<file path="src/rtl/pwm_capture.sv">
// PWM period / high-time capture with stuck-signal detection.
// Optional 3-sample glitch filter when PWM_CAPTURE_FILTER_EN is defined.
module pwm_capture #(
   parameter int CTR_LEN = 8,
   parameter int TIMEOUT = (2 ** CTR_LEN) - 1
) (
   input  logic               clk,
   input  logic               rst,
   input  logic               pwm_in,
   output logic [CTR_LEN-1:0] period,
   output logic [CTR_LEN-1:0] high_time,
   output logic               valid,
   output logic               stuck,
   output logic               stuck_level
);

   typedef enum logic [1:0] {
      SEEK  = 2'd0,
      HIGH  = 2'd1,
      LOW   = 2'd2,
      STUCK = 2'd3
   } state_t;

   localparam logic [CTR_LEN-1:0] TIMEOUT_C = CTR_LEN'(TIMEOUT);
   localparam logic [CTR_LEN-1:0] ONE_C     = CTR_LEN'(1);

   logic [1:0]         r_sync;
   logic               r_s_prev;
   logic               w_s;
   logic               w_rise;
   logic               w_fall;
   logic               w_timeout;

   state_t             r_state;
   state_t             w_next;
   logic               w_load;
   logic               w_publish;
   logic               w_inc_per;
   logic               w_inc_high;

   logic [CTR_LEN-1:0] r_per_cnt;
   logic [CTR_LEN-1:0] r_high_cnt;
   logic [CTR_LEN-1:0] r_period;
   logic [CTR_LEN-1:0] r_high_time;
   logic               r_valid;
   logic               r_stuck;
   logic               r_stuck_level;

   // NOTE: all clocked state uses non-blocking assignments so every flop samples pre-edge values.
   always_ff @(posedge clk) begin
      if (rst) begin
         r_sync   <= '0;
         r_s_prev <= 1'b0;
      end else begin
         r_sync   <= {r_sync[0], pwm_in};
         r_s_prev <= w_s;
      end
   end

`ifdef PWM_CAPTURE_FILTER_EN
   // s moves only when the current and two previous synchronized samples agree.
   logic [1:0] r_hist;
   logic       r_filt;
   logic       w_all1;
   logic       w_all0;

   assign w_all1 = &{r_hist, r_sync[1]};
   assign w_all0 = ~|{r_hist, r_sync[1]};
   assign w_s    = w_all1 | (r_filt & ~w_all0);

   always_ff @(posedge clk) begin
      if (rst) begin
         r_hist <= '0;
         r_filt <= 1'b0;
      end else begin
         r_hist <= {r_hist[0], r_sync[1]};
         r_filt <= w_s;
      end
   end
`else
   assign w_s = r_sync[1];
`endif

   assign w_rise    = w_s & ~r_s_prev;
   assign w_fall    = ~w_s & r_s_prev;
   assign w_timeout = (r_per_cnt == TIMEOUT_C);

   always_ff @(posedge clk) begin
      if (rst) begin
         r_state <= SEEK;
      end else begin
         r_state <= w_next;
      end
   end

   // NOTE: every output of this block gets a default first, so no path can infer a latch.
   always_comb begin
      w_next     = r_state;
      w_load     = 1'b0;
      w_publish  = 1'b0;
      w_inc_per  = 1'b0;
      w_inc_high = 1'b0;
      unique case (r_state)
         SEEK: begin
            if (w_rise) begin
               w_next = HIGH;
               w_load = 1'b1;
            end
         end
         HIGH: begin
            if (w_timeout) begin
               w_next = STUCK;
            end else if (w_fall) begin
               w_next    = LOW;
               w_inc_per = 1'b1;
            end else begin
               w_inc_per  = 1'b1;
               w_inc_high = 1'b1;
            end
         end
         LOW: begin
            // A rising edge on the timeout cycle still completes the period.
            if (w_rise) begin
               w_next    = HIGH;
               w_load    = 1'b1;
               w_publish = 1'b1;
            end else if (w_timeout) begin
               w_next = STUCK;
            end else begin
               w_inc_per = 1'b1;
            end
         end
         STUCK: begin
            if (w_rise) begin
               w_next = HIGH;
               w_load = 1'b1;
            end
         end
         default: w_next = SEEK;
      endcase
   end

   // The rising-edge cycle counts as cycle 1 of the new period and high phase.
   always_ff @(posedge clk) begin
      if (rst) begin
         r_per_cnt  <= '0;
         r_high_cnt <= '0;
      end else if (w_load) begin
         r_per_cnt  <= ONE_C;
         r_high_cnt <= ONE_C;
      end else begin
         if (w_inc_per) begin
            r_per_cnt <= r_per_cnt + ONE_C;
         end
         if (w_inc_high) begin
            r_high_cnt <= r_high_cnt + ONE_C;
         end
      end
   end

   always_ff @(posedge clk) begin
      if (rst) begin
         r_period      <= '0;
         r_high_time   <= '0;
         r_valid       <= 1'b0;
         r_stuck       <= 1'b0;
         r_stuck_level <= 1'b0;
      end else begin
         r_valid <= w_publish;
         if (w_publish) begin
            r_period    <= r_per_cnt;
            r_high_time <= r_high_cnt;
         end
         r_stuck <= (w_next == STUCK);
         if (w_next == STUCK) begin
            r_stuck_level <= w_s;
         end
      end
   end

   assign period      = r_period;
   assign high_time   = r_high_time;
   assign valid       = r_valid;
   assign stuck       = r_stuck;
   assign stuck_level = r_stuck_level;

endmodule
</file>
<file path="config.mk">
export PLATFORM = sky130hd
export DESIGN_NAME = pwm_capture
export DESIGN_NICKNAME = d
export VERILOG_FILES = /design/src/rtl/pwm_capture.sv
export SDC_FILE = /design/constraint.sdc
export NUM_CORES = 1
export LEC_CHECK = 0
export BUFFER_PORTS_ARGS = -buffer_cell sky130_fd_sc_hd__buf_4
export CORE_AREA = 2 2 68 82
export DETAILED_ROUTE_END_ITERATION = 12
export DIE_AREA = 0 0 70 84
export PLACE_DENSITY = 0.62
export SYNTH_ARGS = -nofsm -noshare
export SYNTH_HDL_FRONTEND = slang
export SYNTH_SLANG_ARGS = --single-unit
</file>
<file path="constraint.sdc">
create_clock -name clk -period 2.65 [get_ports clk]
set_input_delay 0.1325 -clock clk [delete_from_list [all_inputs] [get_ports clk]]
set_output_delay 0.1325 -clock clk [all_outputs]
set_load 0.01 [all_outputs]
</file>
==> impl_metrics.toml <==
[clock_network]
cts_tree = "built"
cts_buffer_depth = 2
clockRootBuffer = "clkbuf_8"
clkLatencyLatePin_ps = 290
cts-resized-gates = 0
htreeDepth = 2
clock-sinks = 40
clkTransAtPathRegs_ps = 70
cts_setup_buffers = 0
cts_inserted_buffers = 5
hold_buffers = 0

[placed_design]
place_hpwl_microns = 2300
port-buffer-count = 21
placed_cells = 271
place_congestion = 0.801
placed_cell_area_sq_um = 1910
post-place-ws_ps = 814

[sta]
skew_ps = 5.66
worst_pin_slew_ps = 583
relSlewSlack_pct = 61.1
post-route-period-util_pct = 69.3
setup_violations = 0
max_freq_mhz = 544
rsz0062_at_grt = "no"
min_period_ps = 1840
hold_viol = 0
holdWs_ps = 56.5
fin_ws_ps = 813
fin_setup_tns_ps = 0
drv_slew = 0

[critical_path]
cp_slowest_cell = "nor4_2"
max_stage_delay_ps = 480
path_cells = "inv_1 > ha_1 > nor4_2 > nand4_1 > mux2i_1"
critPathKind = "reg2reg"
end_kind = "flop"
critPathMaxFanout = 7
cp.arrival_ps = 2010
crit_required_ps = 2830
r2r-start = "r_state[0]"
cp-startpoint = "r_state[0]"
startpoint_type = "flop"

[logic_synthesis]
syn-instance-count = 197
netlist.area_leader.share_pct = 46.4
yosys_register_bits = 40
yosysWarnings = 0
ys_seq_area_share_pct = 46.4
synth.most_common_cell = "nand2_1"
synth_area_sq_um = 1730
synthTopCellsByCount = "nand2_1, dfxtp_1, a21oi_1"
synth_cell_types = 37
ys.flop_type = "dfxtp_1"
postSynthAreaPerCell_sq_um = 8.76
synth_area_leaders = "dfxtp_1, nand2_1, a21oi_1"
synth_enable_flop_cells = 0
synth_area_leader_cell = "dfxtp_1"
async_reset_ff_share_pct = 0
syn_nets = 205

[floorplan]
die_width_microns = 70
dieArea_sq_um = 5880
coreArea_sq_um = 5150
start_util_pct = 33.5
ios = 22
rows = 29
die_h_microns = 84

[run_status]
status = "complete, no violations"

[grt]
grt_pass1_vias = 1302
grt_use_total_pct = 12.1
grt_overflow = 0
grt_max_degree = 28
antenna_found_initial = 0
grt_pass1_wl_microns = 5700

[route]
firstDrtPassIters = 4
wirelength_microns = 3210
ant_nets = 0
via_count = 1347
post-route-drc-count = 0
drt_iter0_markers = 103
viasPerCell = 4.83
wl_per_cell_microns = 11.5

[power]
totalPowerFinal_mw = 1.12
peakVddDrop_uv = 222
cellPowerDensity_nw_per_um2 = 554
p_leak_nw = 0.738

[finish]
drive_above_1_share_pct = 17.1
num-nets-final = 224
post-route-util_pct = 39.2
design_area_sq_um = 2020
area_growth_pct = 17.0
final_cells = 279
antenna_cells = 0

[run]
drv_cap = 0

[hold_path]
min_from = "pwm_in"
hold_path_class = "in2reg"
-- cell type report --
| class | count | area [sq um] |
|---|---|---|
| clock buffers | 6 | 72.6 |
| clock inverters | 2 | 35.0 |
| fillers | 550 | 3130 |
| inverters | 7 | 26.3 |
| multi-input cells | 141 | 850 |
| flip-flops and latches | 40 | 801 |
| well taps | 62 | 77.6 |
| repair buffers | 21 | 158 |
-- flip-flops by register name, summed over array words and instances (netlist names) --
name and count:
r_state 2, r_high_cnt 8, period 8, stuck 1
r_sync 2, high_time 8, stuck_level 1, r_per_cnt 8
r_s_prev 1, valid 1
-- power breakdown --
| part | internal [mW] | switching [mW] |
|---|---|---|
| Sequential | 0.604 | 0.00416 |
| Combinational | 0.00837 | 0.0187 |
| Clock | 0.279 | 0.205 |
-- critical path: cells and delay by family, from the launching register on --
family / cells / cell delay, ps
flops: 1 / 430
simple gates: 2 / 650
fa+ha+maj: 1 / 430
buf+inv: 1 / 70
mux: 1 / 150
-- layer usage --
| metal | track usage (%) | part of all wire, % |
|---|---|---|
| met4 | 4.20 | 1.6 |
| met1 | 14.0 | 46 |
| met5 | 0 | 0 |
| met2 | 21.1 | 49 |
| met3 | 3.26 | 3.4 |
-- cell families (layout without fill, tap and decap cells) --
family          after synthesis  in the layout  share of synthesized area [%]
compound gates               35             35                           13.3
xor+xnor                     10             10                           5.07
fa+ha+maj                     5              5                           3.62
buf+inv                      16             36                           4.42
flops                        40             40                           46.4
mux                           3              3                           1.74
simple gates                 88             88                           25.4
-- final timing paths --
path | endpoint | slack (ps) | depth (start not counted)
hold reg to reg | r_sync[1] | 440 | 1
setup reg to reg | r_per_cnt[6] | 810 | 5
setup / recovery | r_per_cnt[6] | 810 | 5
hold / removal | r_sync[0] | 60 | 2
-- placed cells by master (no fill, tap or decap) --
cell	synthesis	layout
nand2_1	44	44
dfxtp_1	40	40
a21oi_1	22	22
buf_4	0	21
nor2_1	16	16
inv_1	7	7
nand4_1	6	6
xor2_1	6	6
nor2b_1	5	5
ha_1	5	5
clkbuf_8	0	5
nand2b_1	4	4
xnor2_1	4	4
nand3_1	3	3
mux2i_1	3	3
a22oi_1	2	2
a211o_1	2	2
and2_1	2	2
and4_4	1	1
and3_2	1	1
o221ai_1	1	1
and2_4	1	1
a21oi_2	1	1
nor4_4	1	1
nor3_2	1	1
a221oi_4	1	1
a21boi_0	1	1
o22ai_1	1	1
o21ai_0	1	1
a31o_1	1	1
nor4_2	1	1
a31oi_1	1	1
a41o_1	1	1
nor4b_2	1	1
and3_1	1	1
bufinv_16	0	1
clkbuf_1	5	1
clkinv_2	0	1
(Power assumes the default switching activity.)
